### config.mk
export PLATFORM = sky130hd
export DESIGN_NAME = riscv_mmio_uart_tx_flat
export DESIGN_NICKNAME = d
export VERILOG_FILES = /design/src/rtl/riscv_mmio_uart_tx_if.sv /design/src/rtl/riscv_mmio_uart_tx.sv /design/src/flat_wrapper.sv
export SDC_FILE = /design/constraint.sdc
export NUM_CORES = 1
export LEC_CHECK = 0
export ABC_AREA = 1
export CAP_MARGIN = 20
export CORE_MARGIN = 8
export CORE_UTILIZATION = 53
export DETAILED_ROUTE_END_ITERATION = 7
export PLACE_DENSITY_LB_ADDON = 0.1
export SYNTH_ARGS = -nofsm -noshare
export SYNTH_HDL_FRONTEND = slang
export SYNTH_SLANG_ARGS = --single-unit
### constraint.sdc
create_clock -name clk -period 4.1 [get_ports clk]
set_input_delay 1.025 -clock clk [delete_from_list [all_inputs] [get_ports clk]]
set_output_delay 1.025 -clock clk [all_outputs]
set_load 0.05 [all_outputs]
### src/rtl/riscv_mmio_uart_tx_if.sv
// rtl/riscv_mmio_uart_tx_if.sv - CPU data-side load/store port seen by the UART transmitter
interface riscv_mmio_uart_tx_if;
  logic        cache_d_write_en;
  logic [31:0] addr;
  logic [31:0] data_to_cache;
  logic [31:0] data_out;

  modport master (
    output cache_d_write_en,
    output addr,
    output data_to_cache,
    input  data_out
  );

  modport slave (
    input  cache_d_write_en,
    input  addr,
    input  data_to_cache,
    output data_out
  );
endinterface

### src/rtl/riscv_mmio_uart_tx.sv
// rtl/riscv_mmio_uart_tx.sv - memory-mapped 8N1 UART transmitter (TXDATA/STATUS/DIV window)
// Define UART_TX_FIFO_EN for a 4-entry transmit FIFO; otherwise a single holding register.
module riscv_mmio_uart_tx #(
  parameter logic [31:0] BASE_ADDR   = 32'hFFFF_FC80,
  parameter logic [15:0] DEFAULT_DIV = 16'd200
) (
  input  logic                clk,
  input  logic                rst,
  riscv_mmio_uart_tx_if.slave bus,
  output logic                uart_tx
);

  typedef enum logic [1:0] {S_IDLE, S_START, S_DATA, S_STOP} state_t;

  state_t      state, state_n;
  logic [31:0] off;
  logic        hit;
  logic [1:0]  reg_sel;
  logic        wr_txdata, wr_status, wr_div;
  logic        push, pop, q_accept;
  logic        q_empty, q_full;
  logic [7:0]  q_head;
  logic        ovf;
  logic [15:0] div, div_lat, baud_cnt;
  logic [7:0]  shift;
  logic [2:0]  bit_cnt;
  logic        period_end;
  logic        busy;
  logic        unused_bits;

  assign off       = bus.addr - BASE_ADDR;
  assign hit       = (off[31:4] == 28'd0);
  assign reg_sel   = off[3:2];
  assign wr_txdata = bus.cache_d_write_en && hit && (reg_sel == 2'd0);
  assign wr_status = bus.cache_d_write_en && hit && (reg_sel == 2'd1);
  assign wr_div    = bus.cache_d_write_en && hit && (reg_sel == 2'd2);
  assign push      = wr_txdata;
  // A pop in the same cycle frees a slot, so a push into a full queue still lands.
  assign q_accept  = push && (!q_full || pop);
  assign unused_bits = ^{off[1:0], bus.data_to_cache[31:16]};

`ifdef UART_TX_FIFO_EN
  logic [7:0] mem [4];
  logic [1:0] rd_ptr, wr_ptr;
  logic [2:0] count;

  assign q_empty = (count == 3'd0);
  assign q_full  = (count == 3'd4);
  assign q_head  = mem[rd_ptr];

  always_ff @(posedge clk) begin
    if (rst) begin
      rd_ptr <= 2'd0;
      wr_ptr <= 2'd0;
      count  <= 3'd0;
    end else begin
      if (q_accept) begin
        mem[wr_ptr] <= bus.data_to_cache[7:0];
        wr_ptr      <= wr_ptr + 2'd1;
      end
      if (pop) rd_ptr <= rd_ptr + 2'd1;
      count <= count + {2'b00, q_accept} - {2'b00, pop};
    end
  end
`else
  logic [7:0] hold;
  logic       hold_valid;

  assign q_empty = !hold_valid;
  assign q_full  = hold_valid;
  assign q_head  = hold;

  always_ff @(posedge clk) begin
    if (rst) begin
      hold_valid <= 1'b0;
    end else if (q_accept) begin
      hold       <= bus.data_to_cache[7:0];
      hold_valid <= 1'b1;
    end else if (pop) begin
      hold_valid <= 1'b0;
    end
  end
`endif

  always_ff @(posedge clk) begin
    if (rst) begin
      ovf <= 1'b0;
      div <= DEFAULT_DIV;
    end else begin
      if (push && q_full && !pop) ovf <= 1'b1;
      else if (wr_status && bus.data_to_cache[3]) ovf <= 1'b0;
      if (wr_div) div <= bus.data_to_cache[15:0];
    end
  end

  assign busy       = (state != S_IDLE);
  assign period_end = (baud_cnt == div_lat - 16'd1);

  always_comb begin
    state_n = state;
    pop     = 1'b0;
    case (state)
      S_IDLE: begin
        if (!q_empty) begin
          pop     = 1'b1;
          state_n = S_START;
        end
      end
      S_START: if (period_end) state_n = S_DATA;
      S_DATA:  if (period_end && bit_cnt == 3'd7) state_n = S_STOP;
      S_STOP: begin
        if (period_end) begin
          if (!q_empty) begin
            pop     = 1'b1;
            state_n = S_START;
          end else begin
            state_n = S_IDLE;
          end
        end
      end
      default: state_n = S_IDLE;
    endcase
  end

  // div_lat is captured only at pop so DIV writes never stretch a frame in flight.
  always_ff @(posedge clk) begin
    if (rst) begin
      state    <= S_IDLE;
      baud_cnt <= 16'd0;
      bit_cnt  <= 3'd0;
      div_lat  <= 16'd2;
      shift    <= 8'd0;
      uart_tx  <= 1'b1;
    end else begin
      state <= state_n;
      if (pop) begin
        shift    <= q_head;
        div_lat  <= (div < 16'd2) ? 16'd2 : div;
        bit_cnt  <= 3'd0;
        baud_cnt <= 16'd0;
      end else if (state != S_IDLE) begin
        baud_cnt <= period_end ? 16'd0 : baud_cnt + 16'd1;
        if (state == S_DATA && period_end) begin
          shift   <= {1'b0, shift[7:1]};
          bit_cnt <= bit_cnt + 3'd1;
        end
      end
      case (state)
        S_START: uart_tx <= 1'b0;
        S_DATA:  uart_tx <= shift[0];
        default: uart_tx <= 1'b1;
      endcase
    end
  end

  always_comb begin
    bus.data_out = 32'd0;
    if (hit) begin
      case (reg_sel)
        2'd1:    bus.data_out = {28'd0, ovf, q_empty, q_full, busy};
        2'd2:    bus.data_out = {16'd0, div};
        default: bus.data_out = 32'd0;
      endcase
    end
  end

endmodule

### src/flat_wrapper.sv
// flat-port wrapper written by rule: the top's interface ports become plain ports
module riscv_mmio_uart_tx_flat 
#(
  parameter logic [31:0] BASE_ADDR   = 32'hFFFF_FC80,
  parameter logic [15:0] DEFAULT_DIV = 16'd200
)
  (clk, rst, uart_tx, bus_cache_d_write_en, bus_addr, bus_data_to_cache, bus_data_out);
  riscv_mmio_uart_tx_if bus_i ();
  input  logic clk;
  input  logic rst;
  output logic uart_tx;
  input wire logic [$bits(bus_i.cache_d_write_en)-1:0] bus_cache_d_write_en;
  input wire logic [$bits(bus_i.addr)-1:0] bus_addr;
  input wire logic [$bits(bus_i.data_to_cache)-1:0] bus_data_to_cache;
  output wire logic [$bits(bus_i.data_out)-1:0] bus_data_out;
  assign bus_i.cache_d_write_en = bus_cache_d_write_en;
  assign bus_i.addr = bus_addr;
  assign bus_i.data_to_cache = bus_data_to_cache;
  assign bus_data_out = bus_i.data_out;
  riscv_mmio_uart_tx #(.BASE_ADDR(BASE_ADDR), .DEFAULT_DIV(DEFAULT_DIV)) u_core (.clk(clk), .rst(rst), .bus(bus_i), .uart_tx(uart_tx));
endmodule
==> results.toml, run 1 <==
[logic_synthesis]
syn_avg_cell_area_sq_um = 6.65
synth_top_area_cell = "dfxtp_1"
synth_top_area_frac = 0.245
synthFlopType = "dfxtp_1"
ys_top_cells_by_area = "dfxtp_1 24%, nand2_1 14%, nand3_1 7.5%"
synth-edff-count = 8
syn_inst = 787
yosysMostFrequentCell = "nand2_1"
ys_warn_count = 0
synth_top_cells_by_count = "201 x nand2_1, 93 x nor2_1, 78 x nand3_1"
ys_ff_latch = 72
async_flop_share = 0
ys_seq_area_frac = 0.291
synthesis.area_sq_mm = 0.00523
ys_types = 46

[setup_path]
crit_path_frequent_cell = "nand2_1"
cpMaxStageDelayCell = "dlygate4sd2_1"
crit_path_start_kind = "input port"
required_ns = 3.07
crit_buf_inv = 2
path_delay_family = "simple AND/OR/NAND/NOR gates"
crit_path_max_fanout = 4
rrSetupSlack_ns = 1.13
arrival_ns = 2.93
crit_start = "bus_addr[20]"
reg2reg_from = "u_core.div_lat[0]"
cp-end-kind = "output pin"
critPathKind = "in2out"
critPathMaxStageDelay_ns = 0.26
crit_chain = "dlygate4sd2_1 -> nand2_1 -> nor2_2 -> nand2_1 -> nor2_1 -> nand2_1 -> nand2_1 -> nand2_1 -> nor2_1 -> nand3_2 -> nor2_4 -> nand3_4 -> a21oi_4 -> buf_12"

[placed_design]
globalplace.congestion = 0.908
dp_hpwl_um = 11100
placed_area_sq_mm = 0.00629
placedCellCount = 999
port_buffers = 65

[global_route]
antenna_found_initial = 0
grt_pass1_vias = 5194
grt_remaining_overflow = 0
grt_pass1_wl_um = 23700
grt_max_degree = 28
globalRouteTotalUtil = 0.219

[timing]
rsz0062_at_grt = "false"
relSlewSlack = 0.564
fmax_mhz = 253
setup_viol = 0
worst_pin_slew_ns = 0.648
drv_slew = 0
period_needed_ns = 3.95
min_period_over_period = 0.964
hold_viol = 0
clock_skew_ns = 0.0138

[floorplan]
ioPinCount = 100
dieHeight_um = 115
initial_core_util = 0.540
rows = 36
design.die.area_sq_mm = 0.0133
die_w_um = 115
design.core.area_sq_mm = 0.00968

[cells_and_area]
drive_gt1_frac = 0.221
layout.nets = 968
area_delta_synth_final_pct = 28.9
fillers = 842
final_cells = 1026
utilization = 0.696
final_area_sq_mm = 0.00674
antenna_cells = 0

[route]
drc = 0
avgViaCountPerCell = 5.23
first_pass_iters = 5
drt_iter0_drc = 359
avgRoutedWirePerCell_um = 13.8
drt-total-wl_um = 14200
dr_total_vias = 5370
ant_nets = 0

[clocking]
cts_sinks = 72
tritoncts = "done"
cts_buffers = 9
h-tree-depth = 3
clk_pin_slew_worst_paths_ns = 0.08
cts_max_path_buffers = 2
clockRootBuffer = "clkbuf_8"
clk_latency_ns = 0.35

[run]
maxCapViolations = 0

[pwr]
p_leak_nw = 2.94
vdd_drop_max_uv = 181
powerDensity_mw_per_mm2 = 254

[run_status]
run_status = "completed"

[hold_path]
hold_class = "reg2reg"
hp-start = "u_core.bit_cnt[2]"
[cell type report]
type                       count  area (sq um)  share of cell area
multi-input combinational    609          3420               0.507
sequential                    72          1520               0.226
timing repair buffer         109          1110               0.165
inverter                      87           328              0.0486
tap                          133           166              0.0247
clock buffer                   9           124              0.0184
clock inverter                 7          72.6              0.0108
[registers in the layout, indices dropped and copies added (netlist names)]
name and cells:
u_core.baud_cnt 16, u_core.bit_cnt 3, u_core.div 16, u_core.div_lat 16
u_core.hold 8, u_core.hold_valid 1, u_core.ovf 1, u_core.shift 8
u_core.state 2, u_core.uart_tx 1
[through the flow]
| step | hold WS [ns] | setup TNS [ns] | power [W] | setup slack (ns) |
|---|---|---|---|---|
| 3_5_place_dp | 0.467 | -7.44 | 0.00115 | -0.513 |
| 3_3_place_gp | 0.456 | -6.51 | 0.00113 | -0.427 |
| 5_1_grt | 0.492 | 0 | 0.00179 | 0.00350 |
| 2_1_floorplan | 0.440 | -0.904 | 0.00102 | -0.0904 |
| 4_1_cts | 0.478 | 0 | 0.00171 | 0.0102 |
| 6_report | 0.476 | 0 | 0.00171 | 0.148 |
[layer usage]
layer,track usage,part of all wire,vias to the layer above
li1,-,-,2731
met1,0.275,0.45,2429
met2,0.355,0.46,185
met3,0.0588,0.070,25
met4,0.0692,0.017,0
met5,0,0,-
[repair_timing]
action / CTS / global route
pin swaps: 24 / 21
buffers inserted: 6 / 4
endpoints found under the setup margin: 16 / 16
gates cloned: 1 / 0
hold buffers: 0 / 0
gates resized for setup: 66 / 28
[worst min-delay path, cell delays in order (launching register included)]
cell and delay, ns:
dfxtp_1 0.32, nand2_1 0.06, a21oi_1 0.05
[cells by family (layout without fill, tap and decap cells)]
kind of cell | Yosys count | after routing | synth area share
flops | 72 | 72 | 0.291
fa+ha+maj | 13 | 13 | 0.0311
compound gates | 69 | 69 | 0.0746
other cells | 1 | 16 | 0.000717
buf+inv | 122 | 212 | 0.108
xor+xnor | 22 | 22 | 0.0368
simple gates | 488 | 489 | 0.457
[path summary, 6_finish.rpt]
| path | to | cells past startpoint |
|---|---|---|
| worst max-delay path | bus_data_out[3] | 14 |
| worst min-delay path | u_core.bit_cnt[2] | 2 |
| worst max register to register | u_core.hold[7] | 18 |
| worst min register to register | u_core.bit_cnt[2] | 2 |
[where the power goes]
group | total (W) | internal, W | switching [W]
sequential | 0.000739 | 0.000724 | 0.0000159
clock | 0.000566 | 0.000279 | 0.000287
combinational | 0.000407 | 0.000142 | 0.000265
total | 0.00171 | 0.00114 | 0.000568
[layout by cell type (no fill, tap or decap), drive strengths merged]
cell / instances
a21boi: 1
a21oi: 30
a22oi: 3
a311oi: 1
a31oi: 1
and2: 1
and3: 1
buf: 60
bufinv: 1
clkbuf: 15
clkdlybuf4s15: 1
clkdlybuf4s50: 26
clkinv: 2
clkinvlp: 5
conb: 16
dfxtp: 64
dlygate4sd2: 12
dlymetal6s2s: 4
edfxtp: 8
ha: 13
inv: 86
nand2: 225
nand3: 84
nand3b: 9
nand4: 25
nor2: 119
nor3: 19
nor3b: 1
nor4: 4
o211ai: 1
o21ai: 28
o21bai: 2
o22ai: 1
o31ai: 1
or2: 1
xnor2: 5
xor2: 17
Power figures use the tool's default switching activity.
==> run 2: changes to the inputs <==
clock period = 4.45 ns   (was 4.1 ns; I/O delays follow)
==> results.toml, run 2 (synthesized netlist as in run 1, its figures left out) <==
[floorplan]
dieHeight_um = 115
design.core.area_sq_mm = 0.00968
rows = 36
die_w_um = 115
initial_core_util = 0.540
design.die.area_sq_mm = 0.0133
ioPinCount = 100

[clocking]
clockRootBuffer = "clkbuf_8"
clk_latency_ns = 0.36
clk_pin_slew_worst_paths_ns = 0.08
cts_max_path_buffers = 2
cts_sinks = 72
h-tree-depth = 3
cts_hold_buffers = 0
tritoncts = "done"
cts_buffers = 9

[route]
ant_nets = 0
drt-total-wl_um = 13800
avgRoutedWirePerCell_um = 13.5
drc = 0
drt_iter0_drc = 354
first_pass_iters = 7
avgViaCountPerCell = 5.16
dr_total_vias = 5262

[global_route]
antenna_found_initial = 0
globalRouteTotalUtil = 0.213
busiest_layer = "met2"
met3_usage = 0.0625
grt_max_degree = 28
use_met1 = 0.273
grt_remaining_overflow = 0
grt_use_met2 = 0.333
grt_pass1_wl_um = 23100
grt_pass1_vias = 4986

[cells_and_area]
reg.largest.list = "u_core.baud_cnt (16), u_core.div (16), u_core.div_lat (16)"
layout.nets = 962
most-common-layout-cells = "194 x nand2_1, 76 x inv_1, 75 x nand3_1"
final_area_sq_mm = 0.00667
fillers = 869
area_delta_synth_final_pct = 27.6
multi_input_area_sq_mm = 0.00335
layout_commonest_cell = "nand2_1"
antenna_cells = 0
utilization = 0.689
drive_gt1_frac = 0.200
layout.area.seq_sq_mm = 0.00152

[run]
maxCapViolations = 0

[setup_path]
critPathMaxStageDelay_ns = 0.52
critPathKind = "in2out"
crit_path_start_kind = "input port"
crit_chain = "clkdlybuf4s50_1 -> nand2_1 -> inv_1 -> nand2_2 -> nor2_4 -> nand3_1 -> nand2_1 -> nand2_1 -> nor2_1 -> nand3_2 -> nor2_4 -> nand3_4 -> a21oi_2 -> buf_4 -> buf_12"
rrSetupSlack_ns = 1.49
arrival_ns = 3.25
crit_path_frequent_cell = "nand2_1"
crit_path_max_fanout = 5
cpMaxStageDelayCell = "clkdlybuf4s50_1"
cp-end-kind = "output pin"
required_ns = 3.34

[placed_design]
port_buffers = 65
placed_area_sq_mm = 0.00626
dp_hpwl_um = 10700
dp_slack_ns = -0.406
globalplace.congestion = 0.937

[timing]
setup_slack_ns = 0.0829
hold_viol = 0
period_needed_ns = 4.37
setup_viol = 0
clock_skew_ns = 0.00939
relSlewSlack = 0.593
fmax_mhz = 229
drv_slew = 0
min_period_over_period = 0.981
worst_pin_slew_ns = 0.605

[pwr]
p_leak_nw = 2.99
vdd_drop_max_uv = 182
powerDensity_mw_per_mm2 = 232

[hold_path]
hold_class = "reg2reg"

[run_status]
run_status = "completed"
==> run 2: changes by cell type in the layout (fill, tap and decap cells not counted), sizes merged <==
cell,delta
dlygate4sd2,-10
clkdlybuf4s50,+9
dlymetal6s2s,+8
buf,-6
clkbuf,-6
inv,+4
clkinvlp,-3
bufinv,-1
clkdlybuf4s15,-1
==> run 2: timing repair <==
action / 4_1_cts / 5_1_grt
pin swaps: 9 / 10
gates resized for setup: 29 / 29
endpoints found under the setup margin: 16 / 16
gates cloned: 1 / 0
setup buffers: 3 / 3
==> run 2: routing by layer <==
metal  share of wire  vias up
met3           0.071       16
met4           0.016        0
met5               0        -
li1                -     2720
met2            0.45      158
met1            0.46     2368
==> run 2: final timing paths <==
path	from	end	cells past startpoint
worst min register to register	u_core.bit_cnt[2]	u_core.bit_cnt[2]	2
worst max-delay path	bus_addr[12]	bus_data_out[3]	15
worst min-delay path	u_core.bit_cnt[2]	u_core.bit_cnt[2]	2
worst max register to register	u_core.div_lat[0]	u_core.hold[7]	18
==> run 2: critical path: cells and delay by family <==
kind / cells / cell delay [ns]
buf+inv: 4 / 0.84
simple gates: 10 / 1.14
compound gates: 1 / 0.14
==> run 2: cell type report <==
cell class	instances	area share
multi-input cells	609	0.501
flip-flops and latches	72	0.228
repair buffers	103	0.169
well taps	133	0.0249
clock inverters	7	0.00919
clock buffers	9	0.0186
inverters	87	0.0491
==> run 2: metrics by stage <==
step                setup TNS [ns]  hold slack, ns  power, W  instances
floorplan                        0           0.440  0.000940        802
global placement             -4.71           0.456   0.00104        996
detailed placement           -5.78           0.470   0.00105        996
CTS                              0           0.482   0.00155       1016
global route                -0.219           0.503   0.00162       1020
finish                           0           0.480   0.00155       1020
==> run 2: where the power goes <==
part | total (W) | internal (W) | switching (W)
Clock | 0.000497 | 0.000213 | 0.000284
Sequential | 0.000680 | 0.000667 | 0.0000133
Combinational | 0.000372 | 0.000130 | 0.000241
==> run 3: changes to the inputs <==
CORE_MARGIN = 2   (was 8)
clock period = 4.15 ns   (was 4.45 ns; I/O delays follow)
==> results.toml, run 3 (synthesized netlist as in run 1, its figures left out) <==
[run_status]
run_status = "completed"

[floorplan]
design.core.area_sq_mm = 0.00968
rows = 36
initial_core_util = 0.540
dieHeight_um = 103
ioPinCount = 100
die_w_um = 103
design.die.area_sq_mm = 0.0107

[global_route]
grt_pass1_wl_um = 22300
grt_remaining_overflow = 0
globalRouteTotalUtil = 0.264
antenna_found_initial = 0
grt_max_degree = 28
grt_pass1_vias = 4825

[placed_design]
globalplace.congestion = 0.955
dp_hpwl_um = 10300
port_buffers = 65
placed_area_sq_mm = 0.00627

[timing]
drv_slew = 0
setup_viol = 0
hold_viol = 0
finalSetupTns_ns = 0
whs_ns = 0.473
clock_skew_ns = 0.0164
worst_pin_slew_ns = 0.614
relSlewSlack = 0.587
period_needed_ns = 4.02
fmax_mhz = 249
min_period_over_period = 0.968

[clocking]
cts_buffers = 9
clk_latency_ns = 0.36
tritoncts = "done"
cts_hold_buffers = 0
cts_sinks = 72
cts_max_path_buffers = 2
clk_pin_slew_worst_paths_ns = 0.09
clockRootBuffer = "clkbuf_8"
h-tree-depth = 3

[pwr]
power_w = 0.00168
p_leak_nw = 2.96
vdd_drop_max_uv = 162
powerDensity_mw_per_mm2 = 246

[cells_and_area]
most-common-layout-cells = "192 x nand2_1, 75 x inv_1, 73 x nor2_1"
final_area_sq_mm = 0.00682
layout.nets = 963
reg.largest.list = "u_core.baud_cnt (16), u_core.div (16), u_core.div_lat (16)"
layout_commonest_cell = "nand2_1"
area_delta_synth_final_pct = 30.4
drive_gt1_frac = 0.208
fillers = 823
antenna_cells = 0
utilization = 0.704

[route]
wl_met3_um = 903
ant_nets = 0
drc = 0
avgViaCountPerCell = 5.22
wl_met2_um = 6430
drt-total-wl_um = 13600
first_pass_iters = 6
routed.top_layer = "met4"
drt_iter0_drc = 201
wl_met1_um = 6150
avgRoutedWirePerCell_um = 13.3
dr_total_vias = 5332

[setup_path]
cp-end-kind = "output pin"
required_ns = 3.11
crit_path_start_kind = "input port"
critPathKind = "in2out"
arrival_ns = 2.98
crit_path_max_fanout = 5

[run]
maxCapViolations = 0

[hold_path]
hold_class = "reg2reg"
[run 3: changes by cell type in the layout (fill, tap and decap cells not counted), sizes merged]
cell           previous run  this run
dlygate4sd2               2        14
buf                      54        55
dlymetal6s2s             12         3
clkdlybuf4s15             0         2
clkinvlp                  2         0
clkinv                    2         3
inv                      90        91
clkdlybuf4s50            35        30
[run 3: timing repair]
action	in CTS	in global routing
buffers inserted	4	2
endpoints found under the hold margin	0	0
endpoints found under the setup margin	16	16
pin swaps	19	19
resized for setup	71	23
gates cloned	2	0
[run 3: worst max-delay path: stages]
cell and delay (ns):
clkdlybuf4s15_1 0.20, inv_2 0.06, ha_4 0.16, nand2_4 0.08, nand2_4 0.06, buf_4 0.14, nor2_4 0.13, nand4_1 0.12
a21oi_2 0.18, nand3_2 0.11, nor2_4 0.12, buf_6 0.12, nand3_4 0.12, a21oi_4 0.18, buf_12 0.15
[run 3: area by class of cell]
type / count / area (sq um) / share of cell area
Sequential cell: 72 / 1520 / 0.223
Timing Repair Buffer: 104 / 1130 / 0.166
Inverter: 87 / 328 / 0.0481
Multi-Input combinational cell: 609 / 3480 / 0.510
Clock inverter: 7 / 68.8 / 0.0101
Clock buffer: 9 / 124 / 0.0182
Tap cell: 133 / 166 / 0.0244
[run 3: through the flow]
step	worst slack, ns	instances
floorplan	-0.0654	802
global placement	-0.346	997
detailed placement	-0.372	997
CTS	0.00139	1019
global route	-0.0162	1021
finish	0.132	1021
[run 3: per-layer routing]
layer  up-vias  track usage
li1       2716            -
met4         0       0.0698
met3        12       0.0706
met1      2438        0.349
met2       166        0.428
met5         -            0
[run 3: final timing paths]
kind	startpoint	endpoint	slack, ns	cells past startpoint
setup reg to reg	u_core.div_lat[0]	u_core.hold[3]	1.19	18
hold reg to reg	u_core.bit_cnt[2]	u_core.bit_cnt[2]	0.47	2
setup / recovery	bus_addr[7]	bus_data_out[3]	0.13	15
hold / removal	u_core.bit_cnt[2]	u_core.bit_cnt[2]	0.47	2
[run 3: report_power, final]
part / internal [W] / total, W / switching (W)
registers: 0.000715 / 0.000729 / 0.0000145
clock network: 0.000236 / 0.000548 / 0.000312
logic: 0.000139 / 0.000401 / 0.000262
